==> src/rtl/ysyx_25030077_fetch_seq.sv <==
// ysyx_25030077_fetch_seq: multi-cycle fetch/execute sequencer owning PC and IR.
// Handshake outputs are decoded from the state register; everything else is registered.
module ysyx_25030077_fetch_seq #(
   parameter logic [31:0] RESET_PC = 32'h8000_0000,
   parameter int unsigned TIMEOUT  = 16
) (
   input  logic        clock,
   input  logic        reset,
   input  logic        io_start,
   output logic        io_imem_req_valid,
   input  logic        io_imem_req_ready,
   output logic [31:0] io_imem_req_addr,
   input  logic        io_imem_resp_valid,
   input  logic [31:0] io_imem_resp_data,
   input  logic        io_imem_resp_err,
   output logic [31:0] io_pc_count,
   output logic [31:0] io_instruction,
   input  logic [31:0] io_pc_next,
   input  logic        io_is_unknown_instruction,
   output logic        io_exec_valid,
   input  logic        io_exec_done,
   output logic        io_halt,
   output logic [2:0]  io_halt_cause,
   output logic [31:0] io_retired
);
   localparam int unsigned TW = (TIMEOUT > 2) ? $clog2(TIMEOUT) : 1;
   localparam logic [TW-1:0] TMO_LAST = TW'(TIMEOUT - 1);
   typedef enum logic [2:0] {S_IDLE, S_FETCH, S_WAIT, S_EXEC, S_HALT} state_t;
   state_t        state_q;
   logic [31:0]   pc_q, ir_q, retired_q;
   logic [TW-1:0] tmo_q;
   logic [2:0]    cause_q;
   always_ff @(posedge clock or negedge reset) begin
      if (!reset) begin
         state_q   <= S_IDLE;
         pc_q      <= RESET_PC;
         ir_q      <= 32'h0000_0013;
         retired_q <= '0;
         tmo_q     <= '0;
         cause_q   <= 3'd0;
      end else begin
         case (state_q)
            S_IDLE: if (io_start) state_q <= S_FETCH;
            S_FETCH: if (io_imem_req_ready) begin
               state_q <= S_WAIT;
               tmo_q   <= '0;
            end
            S_WAIT: begin
               tmo_q <= tmo_q + 1'b1;
               // a response in the final timeout cycle still wins
               if (io_imem_resp_valid && io_imem_resp_err) begin
                  state_q <= S_HALT;
                  cause_q <= 3'd2;
               end else if (io_imem_resp_valid) begin
                  ir_q    <= io_imem_resp_data;
                  state_q <= S_EXEC;
               end else if (tmo_q == TMO_LAST) begin
                  state_q <= S_HALT;
                  cause_q <= 3'd3;
               end
            end
            S_EXEC: if (io_is_unknown_instruction) begin
               state_q <= S_HALT;
               cause_q <= 3'd1;
            end else if (io_exec_done) begin
               pc_q      <= io_pc_next;
               retired_q <= retired_q + 32'd1;
               state_q   <= (io_pc_next[1:0] != 2'b00) ? S_HALT : S_FETCH;
               cause_q   <= (io_pc_next[1:0] != 2'b00) ? 3'd4 : 3'd0;
            end
            default: ;
         endcase
      end
   end
   assign io_imem_req_valid = (state_q == S_FETCH);
   assign io_imem_req_addr  = pc_q;
   assign io_exec_valid     = (state_q == S_EXEC);
   assign io_halt           = (state_q == S_HALT);
   assign io_halt_cause     = cause_q;
   assign io_pc_count       = pc_q;
   assign io_instruction    = ir_q;
   assign io_retired        = retired_q;
endmodule

==> config.mk <==
export PLATFORM = sky130hd
export DESIGN_NAME = ysyx_25030077_fetch_seq
export DESIGN_NICKNAME = d
export VERILOG_FILES = /design/src/rtl/ysyx_25030077_fetch_seq.sv
export SDC_FILE = /design/constraint.sdc
export NUM_CORES = 1
export LEC_CHECK = 0
export CAP_MARGIN = 20
export CORE_ASPECT_RATIO = 2
export CORE_MARGIN = 5
export CORE_UTILIZATION = 63
export CTS_CLUSTER_SIZE = 25
export DETAILED_ROUTE_END_ITERATION = 8
export DONT_BUFFER_PORTS = 1
export HOLD_SLACK_MARGIN = 0.1
export PLACE_DENSITY = 0.78
export SETUP_SLACK_MARGIN = 0.2
export SLEW_MARGIN = 20
export SYNTH_ARGS = -nofsm -noshare
export SYNTH_HDL_FRONTEND = slang
export SYNTH_SLANG_ARGS = --single-unit
==> constraint.sdc <==
create_clock -name clock -period 1.98 [get_ports clock]
set_input_delay 0.495 -clock clock [delete_from_list [all_inputs] [get_ports clock]]
set_output_delay 0.495 -clock clock [all_outputs]
set_load 0.01 [all_outputs]
Word level (Yosys, flattened, before mapping):

Index checks and enable logic that the tools add are counted.

* mux-type cells: 18
* equal/unequal tests: 11
* bitwise operators: 2
* reductions and logical operators: 11
* $add $sub $neg: 2

Operators by type and width (count)
* 3-bit two-way mux: 14
* 32-bit by 1-bit adder with 32-bit output (second input constant): 1
* 3-bit one-hot mux with 4 select lines: 1
* 4-bit one-hot mux with 2 select lines: 1
* 3-bit by 2-bit == test with 1-bit output (second input constant): 2
* 3-bit inequality test (second input constant): 2
* 3-bit one-hot mux with 2 select lines: 1
* 3-bit AND reduction: 2
* 2-bit nonzero test: 3
* 5-bit AND reduction: 1
* 4-bit by 1-bit adder with 4-bit output (second input constant): 1
* 4-bit == test (second input constant): 1
* 4-bit two-way mux: 1
* 4-bit inequality test (second input constant): 1
* 4-bit AND reduction: 1
* 4-bit nonzero test: 1
* 3-bit by 1-bit == test with 1-bit output (second input constant): 1
* 3-bit == test (second input constant): 1
* 3-bit zero test: 1
* 3-bit by 2-bit inequality test with 1-bit output (second input constant): 1
* 2-bit by 1-bit inequality test with 1-bit output (second input constant): 1
* 2-bit inequality test (second input constant): 1
* 1-bit inverter: 2
* 2-bit AND reduction: 1
* 1-bit logical AND: 1

* bits of input ports: 72
* register bits: 106
* word-level logic and storage cells: 50

Logic depth before layout (Yosys ltp):

* depth in word-level cells: 5
* depth in mapped cells: 7
* depth with buffers taken out: 6

Least setup slack after synthesis:

Ideal clock, no wire load.

* path kind: reg-to-reg
* start point: register state_q[1]
* end point: register ir_q[10] (netlist: io_instruction[10])
* setup time: 0.127 ns
* data required time: 1.853 ns
* stages on the path, launching flop included: 8
* arrival: 1.563 ns
* clock period less this slack: 1.690 ns
* path slack: 0.290 ns
* path through: dfrtp_1 -> buf_6 -> and2b_1 -> and2b_1 -> nand2b_1 -> buf_2 -> buf_6 -> mux2_1

* word-level cells in the longest chain between the ends: 2

Ends and longest elaborated chain
* from (decl): RTL line 29 `state_t state_q;`
* from (signal assigned): RTL line 68 `state_q <= (io_pc_next[1:0] != 2'b00) ? S_HALT : S_FETCH;`
* 3-bit by 2-bit == test with 1-bit output: RTL line 42 `case (state_q)`
* 3-bit AND reduction (no source line)
* to (signal assigned): RTL line 55 `ir_q <= io_imem_resp_data;`
* to (decl): RTL line 30 `logic [31:0] pc_q, ir_q, retired_q;`

No other way between the ends.
A chain may end at the register's enable or synchronous reset.

Final worst setup path:

* start point: register state_q[2]
* end point: register retired_q[28] (netlist: io_retired[28])

* word-level cells in the longest chain between the ends: 2

Ends and longest elaborated chain
* 3-bit by 2-bit == test with 1-bit output: RTL line 42
* 3-bit AND reduction (no source line)
* to (signal assigned): RTL line 67 `retired_q <= retired_q + 32'd1;`
* to (decl): RTL line 30

No other way between the ends.

==> key figures <==
Outcome
  – Run status: complete, but fails checks
  – Failing checks: negative hold slack

GRT
  – Antenna violations before repair: 2
  – Largest net degree at the start of global routing: approximately 110
  – GRT Util Overall: 0.207
  – Grt total ovfl: 0
  – First-pass GRT wire length: 14,900 um
  – Vias in the first global route: 2,845

Synth
  – Seq/Total Area, Yosys: 0.573
  – Avg Cell Area, Syn: 13.0 um2
  – Ys flop type: dfrtp_1
  – Async SR Flop Fraction: 1.00
  – Synthesized Nets: about 430
  – Share of the synthesized area in the top cell type: 0.550
  – Synth Cell Area: 4640 um2
  – Distinct cells, synth: 43
  – Syn Inst Count: 358
  – Top post-synthesis cells by area: dfrtp_1 (55%), mux2_1 (15%), buf_4 (5.2%), xnor2_1 (4.0%), dfstp_2 (2.3%)
  – #FFs+latches synth: approximately 110
  – Post-synth top area cell: dfrtp_1
  – Post-synth EDFFs: 0
  – Yosys warning count: 0

Setup path
  – Crit path max fanout: 8
  – Startpoint Class: flip-flop
  – CP required: 2.24 ns
  – Crit end category: flip-flop
  – Critical path class: flip-flop to flip-flop
  – Crit Reg-Reg Endpoint: io_retired[28]
  – Arrival time at the worst endpoint: 2.01 ns
  – FF-to-FF setup slack: 0.23 ns
  – Reg2Reg Depth: 5
  – Reg2Reg Launch Point: state_q[2]

STA
  – Hold WS: -0.148 ns
  – Final setup TNS: 0 ns
  – RSZ-0062 raised after global routing: yes
  – Fin crit share: 0.882
  – Tmin final: 1.75 ns
  – Endpoints failing hold: approximately 100
  – Relative slew slack: 0.769
  – Fmax: 0.572 GHz
  – Worst slew pin tran: around 0.34 ns
  – Final setup violation count: 0
  – Pins over their slew limit: 0
  – Clock skew: 0.00580 ns

Placed design
  – GPL Wtd Cong: approximately 0.78
  – Final HPWL from detailed placement: 7230 um
  – Placed cell area: 4530 um2
  – Port Buffers: 0

Finish
  – Fin util: 0.692
  – Post-layout instance area: 4990 um2
  – Final #Nets: about 420
  – Fillers: 494
  – Area Growth Syn to Fin: 7.58%
  – Most common cell after layout, fill and taps aside: dfrtp_1
  – Layout cell share with drive strength beyond 1: 0.178
  – Commonest non-fill, non-tap cells in the layout: dfrtp_1 (100), mux2_1 (61), nand2_1 (22)

Clocking
  – Worst skew pair latency: ~0.34 ns
  – CTS max path bufs: 2
  – Clk sinks: 106
  – Root buffer cell: clkbuf_16
  – Clk slew on worst S/H paths: 0.06 ns
  – H-tree levels: 3
  – Total CTS buffers: 9
  – CTS tree: yes

Detailed routing
  – DR pass1 iterations: 4
  – WL final: 9780 um
  – Post-route DRC: 0
  – Via count: 2,655
  – WL per Instance: about 22 um
  – Average vias per placed instance: roughly 6.0
  – DRT iter0 DRCs: just under 200
  – DRT antenna net count: 0

Floorplan
  – Row cnt: 44
  – Die area: 9280 um2
  – # IOs: 206
  – Core ar.: 7210 um2
  – Die W: 70.7 um
  – Die H: 131 um
  – Initial core utilization: 0.643

Pwr
  – VDD IR max: approximately 850 uV
  – Pwr dens: 1230 nW/um2
  – P_leak: around 2.4 nW

Hold path
  – Min-Delay Path Class: input pin to asynchronous set/reset pin

Flow run
  – Max-cap violations: 0
==> synth_stat cells, types with 2 or more instances <==
cell	n
a21boi_0	2
a21oi_1	5
a311oi_1	3
and2_1	2
and2b_1	2
and3_1	9
and4_1	2
buf_2	4
buf_4	32
buf_6	5
dfrtp_1	102
dfstp_2	4
ha_1	2
inv_1	4
mux2_1	61
mux2_2	4
nand2_1	23
nand2b_1	3
nand3_1	14
nand4_1	6
nor2_1	12
nor3_1	4
nor3_2	2
o21ai_0	3
xnor2_1	21
xor2_1	10
==> registers in the layout, summed over array words and instances (netlist names) <==
| name | flops |
|---|---|
| io_halt_cause | 3 |
| io_instruction | 32 |
| io_retired | 32 |
| tmo_q | 4 |
| state_q | 3 |
| io_imem_req_addr | 32 |
==> power by group <==
part / switching (W) / internal, W
Sequential: 0.000886 / 0.00272
Clock: 0.000730 / 0.00111
Combinational: 0.000299 / 0.000412
==> cells by family after synthesis <==
logic type      count (synthesis)  share of synthesized area
flops                         106                      0.573
simple gates                   88                      0.103
mux                            65                      0.158
buf+inv                        46                     0.0723
xor+xnor                       31                     0.0585
compound gates                 20                     0.0299
fa+ha+maj                       2                    0.00539
==> timing repair <==
action                                  in CTS  in global routing
setup buffers                                2                  5
resized for setup                            5                 19
pin swaps                                    0                  5
endpoints found under the setup margin      16                 46
cloned                                       0                  1
hold endpoints to repair                   106                106
==> metal layers <==
layer	routed length [um]	GRT usage
met1	3320	0.220
met2	5260	0.358
met3	995	0.0795
met4	204	0.0889
met5	0	0
==> critical path: stages (launching register included) <==
cell	delay [ns]
dfrtp_1	0.41
and4bb_4	0.42
and3_4	0.22
nand4_1	0.22
nor3_2	0.25
xor2_1	0.15
==> through the flow <==
stage	total power [W]	std cells	hold WS (ns)	setup slack (ns)
6_report	0.00615	443	-0.148	0.233
4_1_cts	0.00619	435	-0.165	0.182
3_3_place_gp	0.00425	417	0.202	0.119
2_1_floorplan	0.00439	358	0.199	0.290
3_5_place_dp	0.00432	417	0.202	0.0362
5_1_grt	0.00645	443	-0.167	0.152
==> layout make-up <==
type	instances	area [um2]	share of cell area
Antenna cell	2	5.00	0.00100
Tap cell	92	115	0.0231
Multi-Input combinational cell	206	1710	0.342
Clock inverter	5	78.8	0.0158
Sequential cell	106	2660	0.533
Clock buffer	11	233	0.0466
Inverter	4	17.5	0.00351
Timing Repair Buffer	17	174	0.0349
==> worst max path at each step <==
stage / cells past startpoint / startpoint / to / slack [ns]
6_report: 5 / state_q[2] / io_retired[28] / 0.23
3_3_place_gp: 5 / io_is_unknown_instruction / io_retired[28] / 0.12
2_1_floorplan: 7 / state_q[1] / io_instruction[10] / 0.29
5_1_grt: 5 / state_q[2] / io_retired[28] / 0.15
4_1_cts: 5 / state_q[2] / io_retired[30] / 0.18
3_5_place_dp: 5 / io_is_unknown_instruction / io_retired[30] / 0.04
(Power assumes the default switching activity.)
